File: src/rtl/reconf_fir_filter.sv
// ----------------------------------------------------------------------------
// reconf_fir_filter
//   10-tap reconfigurable FIR filter. One 3-bit signed sample enters per
//   600 kHz strobe; coefficients live in an internal 16-bit register file that
//   an external controller writes. The controller also sequences the
//   read -> multiply -> accumulate sweep by driving the RAM address and the
//   multiply / accumulate enables. The result is saturated to 16 bits and
//   registered on each sample strobe.
//
// Ports
//   iClk12M          : system clock, all logic on rising edge
//   iRsn             : asynchronous active-low reset
//   iEnSample600k    : one-cycle sample strobe (shift, clear acc, update output)
//   iCoeffUpdateFlag : 1 = coefficient update mode (writes allowed, reads blocked)
//   iCsnRam          : RAM chip select, active-low
//   iWrnRam          : RAM write enable, active-low (1 = read)
//   iEnMul           : multiply stage enable
//   iEnAddAcc        : accumulate stage enable
//   iAddrRam         : RAM address / tap index
//   iWtDtRam         : coefficient write data (two's complement)
//   iFirIn           : input sample (two's complement, -4..+3)
//   oFirOut          : saturated, registered filter output
// ----------------------------------------------------------------------------
module reconf_fir_filter #(
    parameter int unsigned TAPS  = 10,
    parameter int unsigned ACC_W = 24
) (
    input  logic        iClk12M,
    input  logic        iRsn,
    input  logic        iEnSample600k,
    input  logic        iCoeffUpdateFlag,
    input  logic        iCsnRam,
    input  logic        iWrnRam,
    input  logic        iEnMul,
    input  logic        iEnAddAcc,
    input  logic [5:0]  iAddrRam,
    input  logic [15:0] iWtDtRam,
    input  logic [2:0]  iFirIn,
    output logic [15:0] oFirOut
);

    localparam int unsigned IDX_W = (TAPS > 1) ? $clog2(TAPS) : 1;
    localparam int unsigned MUL_W = 19;
    localparam logic [5:0]  TAPS_A = 6'(TAPS);

    localparam logic signed [ACC_W-1:0] SAT_MAX = {{(ACC_W-15){1'b0}}, {15{1'b1}}};
    localparam logic signed [ACC_W-1:0] SAT_MIN = {{(ACC_W-15){1'b1}}, 15'd0};

    logic signed [2:0]       r_tap [TAPS];
    logic signed [15:0]      r_mem [TAPS];
    logic signed [15:0]      r_rd_dt;
    logic        [5:0]       r_addr_d;
    logic signed [MUL_W-1:0] r_mul;
    logic signed [ACC_W-1:0] r_acc;

    logic                    w_addr_ok;
    logic                    w_wr_en;
    logic                    w_rd_en;
    logic        [IDX_W-1:0] w_addr_idx;
    logic        [IDX_W-1:0] w_tap_idx;
    logic signed [2:0]       w_tap_sel;
    logic signed [MUL_W-1:0] w_prod;
    logic signed [ACC_W-1:0] w_mul_ext;
    logic        [15:0]      w_sat;

    assign w_addr_ok  = (iAddrRam < TAPS_A);
    assign w_wr_en    = iCoeffUpdateFlag & ~iCsnRam & ~iWrnRam & w_addr_ok;
    assign w_rd_en    = ~iCoeffUpdateFlag & ~iCsnRam & iWrnRam;
    assign w_addr_idx = iAddrRam[IDX_W-1:0];

    // Out-of-range delayed addresses fall back to tap 0; their coefficient
    // read back as 0, so the product is 0 regardless.
    assign w_tap_idx  = (r_addr_d < TAPS_A) ? r_addr_d[IDX_W-1:0] : '0;
    assign w_tap_sel  = r_tap[w_tap_idx];

    assign w_prod     = $signed({{(MUL_W-16){r_rd_dt[15]}}, r_rd_dt})
                      * $signed({{(MUL_W-3){w_tap_sel[2]}}, w_tap_sel});
    assign w_mul_ext  = {{(ACC_W-MUL_W){r_mul[MUL_W-1]}}, r_mul};

    always_comb begin
        w_sat = r_acc[15:0];
        if (r_acc > SAT_MAX) begin
            w_sat = 16'h7FFF;
        end else if (r_acc < SAT_MIN) begin
            w_sat = 16'h8000;
        end
    end

    // Delay line: tap[0] is the newest sample
    always_ff @(posedge iClk12M or negedge iRsn) begin
        if (!iRsn) begin
            for (int unsigned k = 0; k < TAPS; k++) begin
                r_tap[k] <= '0;
            end
        end else if (iEnSample600k) begin
            r_tap[0] <= iFirIn;
            for (int unsigned k = 1; k < TAPS; k++) begin
                r_tap[k] <= r_tap[k-1];
            end
        end
    end

    // Coefficient register file
    always_ff @(posedge iClk12M or negedge iRsn) begin
        if (!iRsn) begin
            for (int unsigned k = 0; k < TAPS; k++) begin
                r_mem[k] <= '0;
            end
        end else if (w_wr_en) begin
            r_mem[w_addr_idx] <= iWtDtRam;
        end
    end

    // Stage 1: registered read; returns 0 when not a valid read cycle
    always_ff @(posedge iClk12M or negedge iRsn) begin
        if (!iRsn) begin
            r_rd_dt  <= '0;
            r_addr_d <= '0;
        end else if (w_rd_en) begin
            r_rd_dt  <= w_addr_ok ? r_mem[w_addr_idx] : '0;
            r_addr_d <= iAddrRam;
        end else begin
            r_rd_dt  <= '0;
        end
    end

    // Stage 2: multiply
    always_ff @(posedge iClk12M or negedge iRsn) begin
        if (!iRsn) begin
            r_mul <= '0;
        end else if (iEnMul) begin
            r_mul <= w_prod;
        end
    end

    // Stage 3: accumulate; the strobe restarts the sum (keeping a product
    // accumulated in the same cycle)
    always_ff @(posedge iClk12M or negedge iRsn) begin
        if (!iRsn) begin
            r_acc <= '0;
        end else if (iEnSample600k) begin
            r_acc <= iEnAddAcc ? w_mul_ext : '0;
        end else if (iEnAddAcc) begin
            r_acc <= r_acc + w_mul_ext;
        end
    end

    // Output register captures the saturated sum present before the strobe
    always_ff @(posedge iClk12M or negedge iRsn) begin
        if (!iRsn) begin
            oFirOut <= '0;
        end else if (iEnSample600k) begin
            oFirOut <= w_sat;
        end
    end

endmodule

File: config.mk
export PLATFORM = sky130hd
export DESIGN_NAME = reconf_fir_filter
export DESIGN_NICKNAME = d
export VERILOG_FILES = /design/src/rtl/reconf_fir_filter.sv
export SDC_FILE = /design/constraint.sdc
export NUM_CORES = 1
export LEC_CHECK = 0
export CAP_MARGIN = 20
export CORE_UTILIZATION = 25
export DETAILED_ROUTE_END_ITERATION = 10
export PLACE_DENSITY = 0.42
export SYNTH_ARGS = -nofsm -noshare
export SYNTH_HDL_FRONTEND = slang
export SYNTH_SLANG_ARGS = --single-unit
File: constraint.sdc
create_clock -name iClk12M -period 5.6 [get_ports iClk12M]
set_input_delay 1.12 -clock iClk12M [delete_from_list [all_inputs] [get_ports iClk12M]]
set_output_delay 1.12 -clock iClk12M [all_outputs]
set_load 0.02 [all_outputs]
==> impl_results.md <==
- Layout area overhead: 16.5%
- Final Skew: 27.4 ps
- Most common cell after layout, fill and taps aside: dfrtp_1
- Crit Path Max Fanout: 17
- Worst Hold Launch: r_mem[34]
- First-pass GRT wire length: 56100 um
- Minimum clock period: 5190 ps
- Final ANT Viol Nets: 0
- RSZ-0062 raised after global routing: no
- Max-cap viol count: 0
- Setup crit start kind: flip-flop
- Worst-margin pin slew: 958 ps
- Max Clk Rate: 193 MHz
- H-tree depth: 2
- CP Capture Type: flip-flop
- Post-cts sizing count: 0
- Tcrit/Tclk final: 92.6%
- Hold Crit Class: reg -> reg
- CTS tree: yes
- Status: completed
- Final Setup Violations: 0
- DP HPWL: 22400 um
- Hold path depth: 1
- Share of post-route cells with drive strength above 1: 27.6%
- CTS buffer count: 35
- Rel. slew slack: 36.0%
- Syn_nets: 1302
- Critical Path Start: r_addr_d[5]
- Num rows: 88
- Worst Reg-to-Reg Cells: 16
- Final Non-Filler Cells: 2014
- Avg Cell Area, Syn: 12.2 um2
- Post-Place Cells: 1953
- Power per cell area: 399 nW/um2
- Netlist cell types: 69
- Starting density of the core: 25.3%
- Commonest cells after routing, fill and taps aside: dfrtp_1 (271), mux2_2 (204), nor2_1 (92), ha_1 (55), o21ai_0 (48)
- Synth Register Bits: 271
- Number of nets in the layout: 1331
- Core area: 57700 um2
- Util after Layout: 29.5%
- Skew-Pair Late Insertion Delay: 530 ps
- Post-CTS Hold Buffers: 0
- I/O pin cnt: 49
- N_diodes: 0
- FFs w/ async S/R, synth: 100%
- RePlAce Congestion: 0.765
- Clk sinks: 271
- Setup bufs post-CTS: 0
- Gate Count Post-Synth: 1196
- Total track usage: 11.8%
- Peak VDD IR: 0.000254 V
- Chip height: 244 um
- CP Data Arrival Time: 5570 ps
- Avg WL per Cell: 17.0 um
- Die area: 59400 um2
- Vias in the first global route: 9876
- Drt pass-1 iters: 4
- EDFF count, synth: 0
- Die X: 244 um
- Hold Fails Final Rpt: 0
- CP required: 5990 ps
- Detailed-route wire length: 34200 um
- Area of the multi-input gates: 7350 um2
- Register area share after synthesis: 46.4%
- Crit path kind: reg -> reg
- # DRC: 0
- Storage cell area: 6780 um2
- Synth Flop Type: dfrtp_1
- Setup TNS: 0 ps
- Worst R2R Start: r_addr_d[5]
- Largest net degree at the start of global routing: 112
- Clock root cell: clkbuf_16
- Slew Limit Fails: 0
- Detailed Route Iter0 Violations: 437
- PortBufs: 48
- Bufs on Longest Clock Path: 3
- Lkg Pwr: 7.78 nW
- GRT overflow: 0
- FILL cells: 5935
- Mapped Area: 14600 um2
- Vias: 9239
- Total power: 6.79 mW
- Synth warnings: 0
- Initial antenna violation count: 0
- DR vias/cell: 4.59
- Clock-pin slew on the worst setup and hold paths: 60 ps
worst max-delay path, stage by stage (launching register included):
cell	delay, ps
dfrtp_1	390
nor3_1	290
and2_1	440
mux4_2	570
o211ai_2	600
nor2b_1	140
fa_1	480
ha_1	310
ha_1	220
fa_1	400
a21o_1	170
a21o_1	200
a21oi_1	260
o31a_1	240
nor2_1	70
xnor2_1	140
a21oi_1	80
state kept, by name, indices dropped and copies added, names as in the netlist:
name and flops:
r_rd_dt 16, r_addr_d 6, r_mul 19, r_acc 24, r_tap 30, oFirOut 16
r_mem 160
Yosys cell counts (14+ instances only):
cell type	count	share of area [%]
mux2_2	204	16
ha_1	55	4.7
mux4_2	33	5.1
buf_1	24	0.62
clkbuf_1	28	0.72
nor2_1	93	2.4
a21o_1	16	0.82
a21oi_1	31	1.1
xnor2_1	19	1.1
a221oi_1	17	1.0
nor2b_1	29	1.2
fa_1	18	2.5
nand2b_1	20	0.86
dfrtp_1	271	46
o21ai_0	48	1.6
xor2_1	14	0.84
nand2_1	36	0.92
o22ai_1	15	0.64
buf_2	14	0.48
mux2i_1	29	2.0
inv_1	36	0.92
power by group:
group,switching (mW),internal [mW],total (mW)
logic,1.09,0.939,2.03
clock network,0.875,1.41,2.28
registers,0.229,2.25,2.48
total,2.20,4.60,6.79
layout make-up:
| class | instances | share of cell area, % |
|---|---|---|
| Inverter | 36 | 0.794 |
| Timing Repair Buffer | 67 | 3.67 |
| Sequential cell | 271 | 39.8 |
| Multi-Input combinational cell | 814 | 43.2 |
| Tap cell | 765 | 5.62 |
| Clock buffer | 49 | 5.98 |
| Clock inverter | 12 | 0.926 |
metal layers:
metal,GRT usage (%),routed length (um)
met1,16.0,16400
met2,19.3,15900
met3,2.03,1250
met5,0,0
met4,2.90,630
path summary, 6_finish.rpt:
path / to / slack, ps
max in group asynchronous: r_tap[18] / 3980
min in group asynchronous: r_acc[22] / 550
hold / removal: r_mem[34] / 500
setup / recovery: r_mul[15] / 410
setup reg to reg: r_mul[15] / 410
hold reg to reg: r_mem[34] / 500
kinds of logic (layout without fill, tap and decap cells):
| group | Yosys count | count (layout) | share of synthesized area (%) |
|---|---|---|---|
| AO/OA/AOI/OAI | 191 | 191 | 8.91 |
| XOR/XNOR | 33 | 33 | 1.98 |
| adder cells (fa/ha/maj) | 73 | 73 | 7.18 |
| buffers and inverters | 111 | 164 | 3.28 |
| flip-flops | 271 | 271 | 46.4 |
| multiplexers | 276 | 276 | 23.8 |
| AND/OR/NAND/NOR | 241 | 241 | 8.41 |
per-stage QoR:
step | hold slack (ps) | cell area, um2 | worst slack [ps]
after CTS | 503 | 17000 | 344
after floorplan | 474 | 14600 | 911
after global placement | 483 | 15800 | 398
after detailed placement | 488 | 15900 | 360
after global routing | 509 | 17000 | 32.4
final | 499 | 17000 | 413
Power figures use the tool's default switching activity.
